===== src/rtl/neuron_pkg.sv =====
// Shared types and constants for the time-multiplexed neuron scheduler.
package neuron_pkg;

    typedef logic signed [15:0] potential_t;

    typedef enum logic [1:0] {
        S_IDLE      = 2'd0,
        S_ISSUE     = 2'd1,
        S_WAIT      = 2'd2,
        S_WRITEBACK = 2'd3
    } state_t;

    localparam potential_t V_REST         = -16'sd65;
    localparam potential_t V_RESET        = -16'sd70;
    localparam potential_t DEFAULT_THRESH = 16'sd30;

endpackage


===== src/rtl/neuron_state_bank.sv =====
// Per-neuron storage: membrane potential, input current and refractory count.
// One combinational read port and one update write port for the scheduler; currents load from cfg.
module neuron_state_bank
    import neuron_pkg::*;
#(
    parameter int N_NEURONS = 4,
    parameter int AW        = 2
) (
    input  logic          clock,
    input  logic          reset,
    input  logic [AW-1:0] rd_addr,
    output logic [15:0]   rd_v,
    output logic [15:0]   rd_i,
    output logic [3:0]    rd_refr,
    input  logic          wr_en,
    input  logic [AW-1:0] wr_addr,
    input  logic [15:0]   wr_v,
    input  logic [3:0]    wr_refr,
    input  logic          cur_we,
    input  logic [AW-1:0] cur_addr,
    input  logic [15:0]   cur_data
);

    potential_t v_mem [N_NEURONS];
    potential_t i_reg [N_NEURONS];
    logic [3:0] refr  [N_NEURONS];

    // Reads see the pre-edge contents, so a same-cycle current write issues the old value.
    assign rd_v    = v_mem[rd_addr];
    assign rd_i    = i_reg[rd_addr];
    assign rd_refr = refr[rd_addr];

    always_ff @(posedge clock or negedge reset) begin
        if (!reset) begin
            for (int k = 0; k < N_NEURONS; k++) begin
                v_mem[k] <= V_REST;
                i_reg[k] <= '0;
                refr[k]  <= '0;
            end
        end else begin
            if (wr_en) begin
                v_mem[wr_addr] <= potential_t'(wr_v);
                refr[wr_addr]  <= wr_refr;
            end
            if (cur_we) begin
                i_reg[cur_addr] <= potential_t'(cur_data);
            end
        end
    end

endmodule


===== src/rtl/neuron_scheduler.sv =====
// Sweeps N_NEURONS neurons through one shared update datapath per tick.
// Define NEURON_SCHED_WDOG_EN to add a WAIT-state timeout of WDOG_CYC cycles.
module neuron_scheduler
    import neuron_pkg::*;
#(
    parameter int N_NEURONS    = 4,
    parameter int REFRAC_TICKS = 3,
    parameter int WDOG_CYC     = 64
) (
    input  logic        clock,
    input  logic        reset,
    input  logic        tick,
    input  logic        cfg_we,
    input  logic [4:0]  cfg_addr,
    input  logic [15:0] cfg_data,
    output logic        dp_start,
    output logic [15:0] dp_v,
    output logic [15:0] dp_i,
    input  logic        dp_done,
    input  logic [15:0] dp_v_next,
    output logic        spike_valid,
    output logic [3:0]  spike_idx,
    output logic        busy,
    output logic        sweep_done,
    output logic        overrun,
    output logic [1:0]  fsm_state
);

    localparam int AW = (N_NEURONS > 1) ? $clog2(N_NEURONS) : 1;
    localparam logic [AW-1:0] LAST = AW'(N_NEURONS - 1);

    state_t        state;
    logic [AW-1:0] idx;
    potential_t    threshold;
    potential_t    v_next_q;
    logic [15:0]   rd_v, rd_i;
    logic [3:0]    rd_refr;
    logic          wr_en;
    logic [15:0]   wr_v;
    logic [3:0]    wr_refr;
    logic          cur_we, thr_we, spike_hit, at_last;

`ifdef NEURON_SCHED_WDOG_EN
    localparam int WW = $clog2(WDOG_CYC + 1);
    logic [WW-1:0] wdog_cnt;
`endif

    assign cur_we    = cfg_we && (cfg_addr < 5'(N_NEURONS));
    assign thr_we    = cfg_we && (cfg_addr == 5'(N_NEURONS));
    assign spike_hit = (v_next_q >= threshold);
    assign at_last   = (idx == LAST);

    assign dp_start  = (state == S_ISSUE) && (rd_refr == 4'd0);
    assign dp_v      = dp_start ? rd_v : '0;
    assign dp_i      = dp_start ? rd_i : '0;
    assign busy      = (state != S_IDLE);
    assign fsm_state = state;

    neuron_state_bank #(.N_NEURONS(N_NEURONS), .AW(AW)) u_bank (
        .clock    (clock),
        .reset    (reset),
        .rd_addr  (idx),
        .rd_v     (rd_v),
        .rd_i     (rd_i),
        .rd_refr  (rd_refr),
        .wr_en    (wr_en),
        .wr_addr  (idx),
        .wr_v     (wr_v),
        .wr_refr  (wr_refr),
        .cur_we   (cur_we),
        .cur_addr (cfg_addr[AW-1:0]),
        .cur_data (cfg_data)
    );

    always_comb begin
        wr_en   = 1'b0;
        wr_v    = rd_v;
        wr_refr = rd_refr;
        if (state == S_ISSUE && rd_refr != 4'd0) begin
            wr_en   = 1'b1;
            wr_refr = rd_refr - 4'd1;
        end else if (state == S_WRITEBACK) begin
            wr_en = 1'b1;
            if (spike_hit) begin
                wr_v    = V_RESET;
                wr_refr = 4'(REFRAC_TICKS);
            end else begin
                wr_v = v_next_q;
            end
        end
    end

    always_ff @(posedge clock or negedge reset) begin
        if (!reset) begin
            threshold <= DEFAULT_THRESH;
        end else if (thr_we) begin
            threshold <= potential_t'(cfg_data);
        end
    end

    always_ff @(posedge clock or negedge reset) begin
        if (!reset) begin
            state       <= S_IDLE;
            idx         <= '0;
            v_next_q    <= '0;
            spike_valid <= 1'b0;
            spike_idx   <= '0;
            sweep_done  <= 1'b0;
            overrun     <= 1'b0;
`ifdef NEURON_SCHED_WDOG_EN
            wdog_cnt    <= '0;
`endif
        end else begin
            spike_valid <= 1'b0;
            sweep_done  <= 1'b0;
            // The IDLE cycle that shows sweep_done still counts as busy for tick acceptance.
            if (tick && (state != S_IDLE || sweep_done)) overrun <= 1'b1;
            case (state)
                S_IDLE: begin
                    if (tick && !sweep_done) begin
                        idx   <= '0;
                        state <= S_ISSUE;
                    end
                end
                S_ISSUE: begin
                    if (rd_refr == 4'd0) begin
                        state <= S_WAIT;
`ifdef NEURON_SCHED_WDOG_EN
                        wdog_cnt <= '0;
`endif
                    end else begin
                        sweep_done <= at_last;
                        state      <= at_last ? S_IDLE : S_ISSUE;
                        idx        <= at_last ? idx : idx + AW'(1);
                    end
                end
                S_WAIT: begin
                    if (dp_done) begin
                        v_next_q <= potential_t'(dp_v_next);
                        state    <= S_WRITEBACK;
                    end
`ifdef NEURON_SCHED_WDOG_EN
                    else if (wdog_cnt == WW'(WDOG_CYC - 1)) begin
                        overrun    <= 1'b1;
                        sweep_done <= at_last;
                        state      <= at_last ? S_IDLE : S_ISSUE;
                        idx        <= at_last ? idx : idx + AW'(1);
                    end else begin
                        wdog_cnt <= wdog_cnt + WW'(1);
                    end
`endif
                end
                S_WRITEBACK: begin
                    if (spike_hit) begin
                        spike_valid <= 1'b1;
                        spike_idx   <= 4'(idx);
                    end
                    sweep_done <= at_last;
                    state      <= at_last ? S_IDLE : S_ISSUE;
                    idx        <= at_last ? idx : idx + AW'(1);
                end
                default: state <= S_IDLE;
            endcase
        end
    end

endmodule


===== config.mk =====
export PLATFORM = sky130hd
export DESIGN_NAME = neuron_scheduler
export DESIGN_NICKNAME = d
export VERILOG_FILES = /design/src/rtl/neuron_pkg.sv /design/src/rtl/neuron_state_bank.sv /design/src/rtl/neuron_scheduler.sv
export SDC_FILE = /design/constraint.sdc
export NUM_CORES = 1
export LEC_CHECK = 0
export CORE_AREA = 2 2 126 128
export CTS_CLUSTER_SIZE = 25
export DETAILED_ROUTE_END_ITERATION = 6
export DIE_AREA = 0 0 128 130
export PLACE_DENSITY = 0.87
export SLEW_MARGIN = 0
export SYNTH_ARGS = -nofsm -noshare
export SYNTH_HDL_FRONTEND = slang
export SYNTH_SLANG_ARGS = --single-unit

===== constraint.sdc =====
create_clock -name clock -period 5.9 [get_ports clock]
set_input_delay 0.59 -clock clock [delete_from_list [all_inputs] [get_ports clock]]
set_output_delay 0.59 -clock clock [all_outputs]
set_load 0.02 [all_outputs]

## Word-level counts from Yosys, hierarchy flattened

Cells that the tools add are included.

- Register bits after elaboration: 185
- Input port bits: 42
- Output and inout bits: 43
- Logic and storage cells: 98

- Add/subtract/negate cells: 2
- Magnitude comparators: 6
- Eq/ne operators: 8
- Multiplexer cells: 41
- Bitwise logic cells: 2
- Reduce and logical (&&, ||, !) cells: 19

Operator list:

| kind | count |
|---|---|
| 16-bit two-way mux | 11 |
| 64-bit bitwise mux | 2 |
| 16-bit binary-select mux with 2-bit select | 2 |
| 16-bit demux with 2-bit select | 2 |
| 4-bit two-way mux | 6 |
| 16-bit bitwise mux | 1 |
| 16-bit >= comparator | 1 |
| 2-bit two-way mux | 6 |
| 4-bit binary-select mux with 2-bit select | 1 |
| 4-bit demux with 2-bit select | 1 |
| 1-bit logical AND | 8 |
| 2-bit case mux with 4 select lines | 1 |
| 2-bit == test, second input constant | 3 |
| 3-bit >= comparator, second input constant | 2 |
| 3-bit by 1-bit < comparator with 1-bit output, second input constant | 2 |
| 1-bit two-way mux | 6 |
| 2-bit != test, second input constant | 3 |
| 2-bit inverter with 3-bit output | 2 |
| 2-bit case mux with 3 select lines | 1 |
| 2-bit AND reduction | 3 |
| 5-bit by 3-bit == test with 1-bit output, second input constant | 1 |
| 5-bit by 3-bit < comparator with 1-bit output, second input constant | 1 |
| 4-bit zero test | 1 |
| 4-bit nonzero test | 1 |
| other kinds (10) | 10 |

## Longest topological paths before layout

- Depth after elaboration: 8
- Mapped depth: 12
- Mapped depth without buffers: 9

## Cells and area by module

A second synthesis with hierarchy kept.

- Cells, all modules: 628
- Area, all modules: 9031.2 um^2

Modules (own cells, without submodules):

| module | times used | cells an instance | area an instance (um^2) | seq. area each (um^2) |
|---|---|---|---|---|
| neuron_state_bank | 1 | 352 | 6313.6 | 3678.5 |
| neuron_scheduler | 1 | 276 | 2717.6 | 1031.0 |

## Worst setup path before layout

OpenSTA, ideal clock, no wires.

- Kind: reg-to-output
- Start point: reg idx[0]
- End point: out dp_i[0]
- Data arrival time: 2.329 ns
- Required time: 5.310 ns
- Path slack: 2.981 ns
- Cell stages (with the launch flop): 10
- Path buffers: 3
- Path through: dfrtp_1 buf_6 buf_2 mux4_2 inv_1 ha_1 nand2b_4 nor2_1 clkbuf_1 and3_1

- Longest elaborated chain between the ends: 7
- Elaborated cells on any way between the ends: 10
- Classes of those cells: mux: 7; bitwise: 1; reduce/logical: 2

Ends and longest elaborated chain:

| item | line | RTL |
|---|---|---|
| from (decl) | neuron_scheduler.sv:33 | `logic [AW-1:0] idx;` |
| from (signal assigned) | neuron_scheduler.sv:134 | `idx <= at_last ? idx : idx + AW'(1);` |
| from (signal assigned) | neuron_scheduler.sv:160 | `idx <= at_last ? idx : idx + AW'(1);` |
| 2-bit inverter with 3-bit output (implied by the code) * | neuron_state_bank.sv:30, neuron_state_bank.sv:31 |  |
| 4-bit binary-select mux with 2-bit select | neuron_state_bank.sv:31 | `assign rd_refr = refr[rd_addr];` |
| 4-bit two-way mux (implied by the code) (2 in series) | neuron_state_bank.sv:31 |  |
| 4-bit zero test | neuron_scheduler.sv:53 | `assign dp_start = (state == S_ISSUE) && (rd_refr == 4'd0);` |
| 1-bit logical AND | neuron_scheduler.sv:53 |  |
| 16-bit two-way mux * | neuron_scheduler.sv:55 | `assign dp_i = dp_start ? rd_i : '0;` |
| to (decl) | neuron_scheduler.sv:18 | `output logic [15:0] dp_i,` |

Mark *: on every way between the ends. The rest lies on a longest branch, timed or not. The select of a mux whose other input is x is not followed.

## Worst setup path after layout

- Start point: reg idx[0]
- End point: out dp_i[3]

Same word-level chain as after synthesis.

==> impl_metrics.json <==
{
  "drive_gt1_share_pct": 31.9,
  "critPathArrivalTime_ps": 4170,
  "cp_top_family": "buffers and inverters",
  "p_per_area_mw_per_mm2": 521,
  "clkSlewWorstSetupHoldPaths_ps": 70,
  "crit_fanout": 25,
  "startpoint_type": "register",
  "crit_chain": "mux4_2 > inv_1 > ha_1 > nand2b_4 > nor2_2 > buf_4 > and3_1 > clkdlybuf4s50_1",
  "cts_buffers": 17,
  "period_minus_slack_ps": 4760,
  "reg2regPathDepth": 7,
  "drt_iter0_markers": 642,
  "synth_ff_type": "dfrtp_1",
  "status": "completed",
  "maxSlewViolCount": 0,
  "die_w_um": 128,
  "h-tree-depth": 4,
  "ys_ff_latch": 185,
  "rsz0062_at_grt": "false",
  "drc": 0,
  "synthCells": 732,
  "synth.distinct_cells": 50,
  "slew_headroom_pct": 8.84,
  "cts-root-buf": "clkbuf_16",
  "crit_slowest_cell": "dfrtp_2",
  "hpwlAfterDp_mm": 14.1,
  "firstDrtPassIters": 5,
  "path_buf_inv": 3,
  "design_power_total_mw": 5.48,
  "p_leak_nw": 4.47,
  "cp.required_ps": 5310,
  "setup_violations": 0,
  "core_area_mm2": 0.0154,
  "cp.depth": 8,
  "std_cell_rows": 46,
  "port_buffers": 82,
  "synth-edff-count": 0,
  "drv_cap": 0,
  "start_util_pct": 58.6,
  "wl_per_cell_um": 21.4,
  "ios": 85,
  "clk_path_buf_depth": 2,
  "nets": 855,
  "synth.avg_cell_area_um2": 12.4,
  "holdBufCountCts": 0,
  "cts_tree": "yes",
  "die_height_um": 130,
  "ys_warn_count": 0,
  "grt_overflow_total": 0,
  "vias_per_cell": 6.39,
  "drtAntennaViolNets": 0,
  "grt_start_max_net_pins": 89,
  "fin_util_pct": 68.2,
  "n_antenna_cell": 0,
  "max_freq_mhz": 210,
  "async_reset_ff_share_pct": 100,
  "hold_viol": 0,
  "drt-total-wl_mm": 21.4,
  "holdWs_ps": 233,
  "clk_latency_ps": 440,
  "dr_total_vias": 6369,
  "post_cts_resize_count": 0,
  "die_area_mm2": 0.0166,
  "hold_path_class": "in -> async",
  "synth_area_mm2": 0.00904,
  "routabilityCongestion": 0.954,
  "track_usage_pct": 27.6,
  "tns_ps": 0,
  "cts.sinks": 185,
  "slowest_delay_ps": 970,
  "peakVddDrop_mv": 0.328,
  "worst_slew_pin_slew_ps": 1360,
  "grt_pass1_vias": 6877,
  "syn_to_final_growth_pct": 16.3,
  "fin_crit_sh_pct": 80.6,
  "grt_first_pass_wirelength_mm": 35.0,
  "synth-seq-area-share_pct": 52.1,
  "grt_antenna_before_repair": 0,
  "clock_skew_ps": 9.65,
  "path_class": "reg -> out",
  "cts_setup_buffers": 0,
  "fill_cells": 1056,
  "crit_path_end_kind": "output pin"
}
## synthesized netlist by cell type, types with 8 or more instances
cell / n / area [um2]
a21oi_1: 21 / 105
dfstp_2: 64 / 1680
o31ai_1: 55 / 413
and3_1: 32 / 200
ha_1: 21 / 263
mux2_2: 98 / 1100
o21ai_0: 15 / 75.1
inv_1: 26 / 97.6
nor2_1: 45 / 169
a211oi_2: 8 / 100
buf_2: 12 / 60.1
mux4_2: 36 / 811
nand2_1: 81 / 304
clkbuf_1: 23 / 86.3
buf_4: 8 / 60.1
dfrtp_1: 121 / 3030
## final cells by class
cell class,count,area [um2],share of cell area (%)
well taps,192,240,2.28
clock buffers,21,460,4.38
multi-input cells,472,3990,37.9
clock inverters,11,146,1.39
flip-flops and latches,185,4710,44.8
inverters,27,101,0.963
repair buffers,89,875,8.31
## path summary, 6_finish.rpt
| check | slack, ps | startpoint | to |
|---|---|---|---|
| worst min register to register | 480 | u_bank.v_mem[36] | u_bank.v_mem[36] |
| min in group clock | 480 | u_bank.v_mem[36] | u_bank.v_mem[36] |
| max in group asynchronous | 4520 | reset | threshold[13] |
| worst max-delay path | 1140 | idx[0] | dp_i[3] |
| worst min-delay path | 230 | reset | v_next_q[13] |
| worst max register to register | 1840 | idx[1] | u_bank.v_mem[62] |
## cell usage in the layout, fill, tap and decap left out, drive strengths merged, types with 2 or more instances in the layout
master / count
nor2b: 2
a21oi: 21
nand3: 7
o31ai: 55
dfrtp: 121
clkdlybuf4s50: 81
clkinvlp: 2
clkbuf: 21
or3: 2
nand2: 81
nor3: 5
ha: 21
a211oi: 13
nor2: 45
a41oi: 4
a31oi: 5
nand4: 4
mux4: 36
and3: 35
conb: 2
nand3b: 3
mux2: 98
bufinv: 3
buf: 8
inv: 28
dfstp: 64
nand2b: 2
clkinv: 5
o21ai: 15
## where the power goes
group	switching [mW]	total, mW	internal, mW
Clock	0.487	1.18	0.689
Combinational	1.20	2.13	0.933
Sequential	0.373	2.18	1.80
Total	2.06	5.48	3.43
## layer usage
layer / global-route usage (%) / up-vias / wire length [um]
li1: - / 2778 / -
met1: 33.9 / 3260 / 8490
met2: 46.5 / 267 / 10800
met3: 7.42 / 64 / 1370
met4: 12.3 / 0 / 714
met5: 0 / - / 0
## cell families after synthesis
| family | count (synthesis) | share of synthesized area, % |
|---|---|---|
| AO/OA/AOI/OAI | 123 | 9.68 |
| AND/OR/NAND/NOR | 190 | 9.93 |
| adder cells (fa/ha/maj) | 21 | 2.91 |
| XOR/XNOR | 1 | 0.0969 |
| flip-flops | 185 | 52.1 |
| buffers and inverters | 76 | 3.98 |
| other | 1 | 0.0415 |
| multiplexers | 135 | 21.3 |
## stage by stage
stage,cell area (um2),setup slack [ps],std cells
floorplan,9050,2980,733
global placement,9910,1710,965
detailed placement,9910,1610,965
CTS,10500,1080,997
global route,10500,904,997
finish,10500,1140,997
## worst reg2reg max path: stages, from the launching register on
cell,delay [ps]
dfrtp_1,1130
mux4_2,430
inv_1,80
ha_1,250
nand2b_4,100
or3_1,240
nand3_1,960
o31ai_1,740
Note: power is estimated with default switching activity, not from simulation.
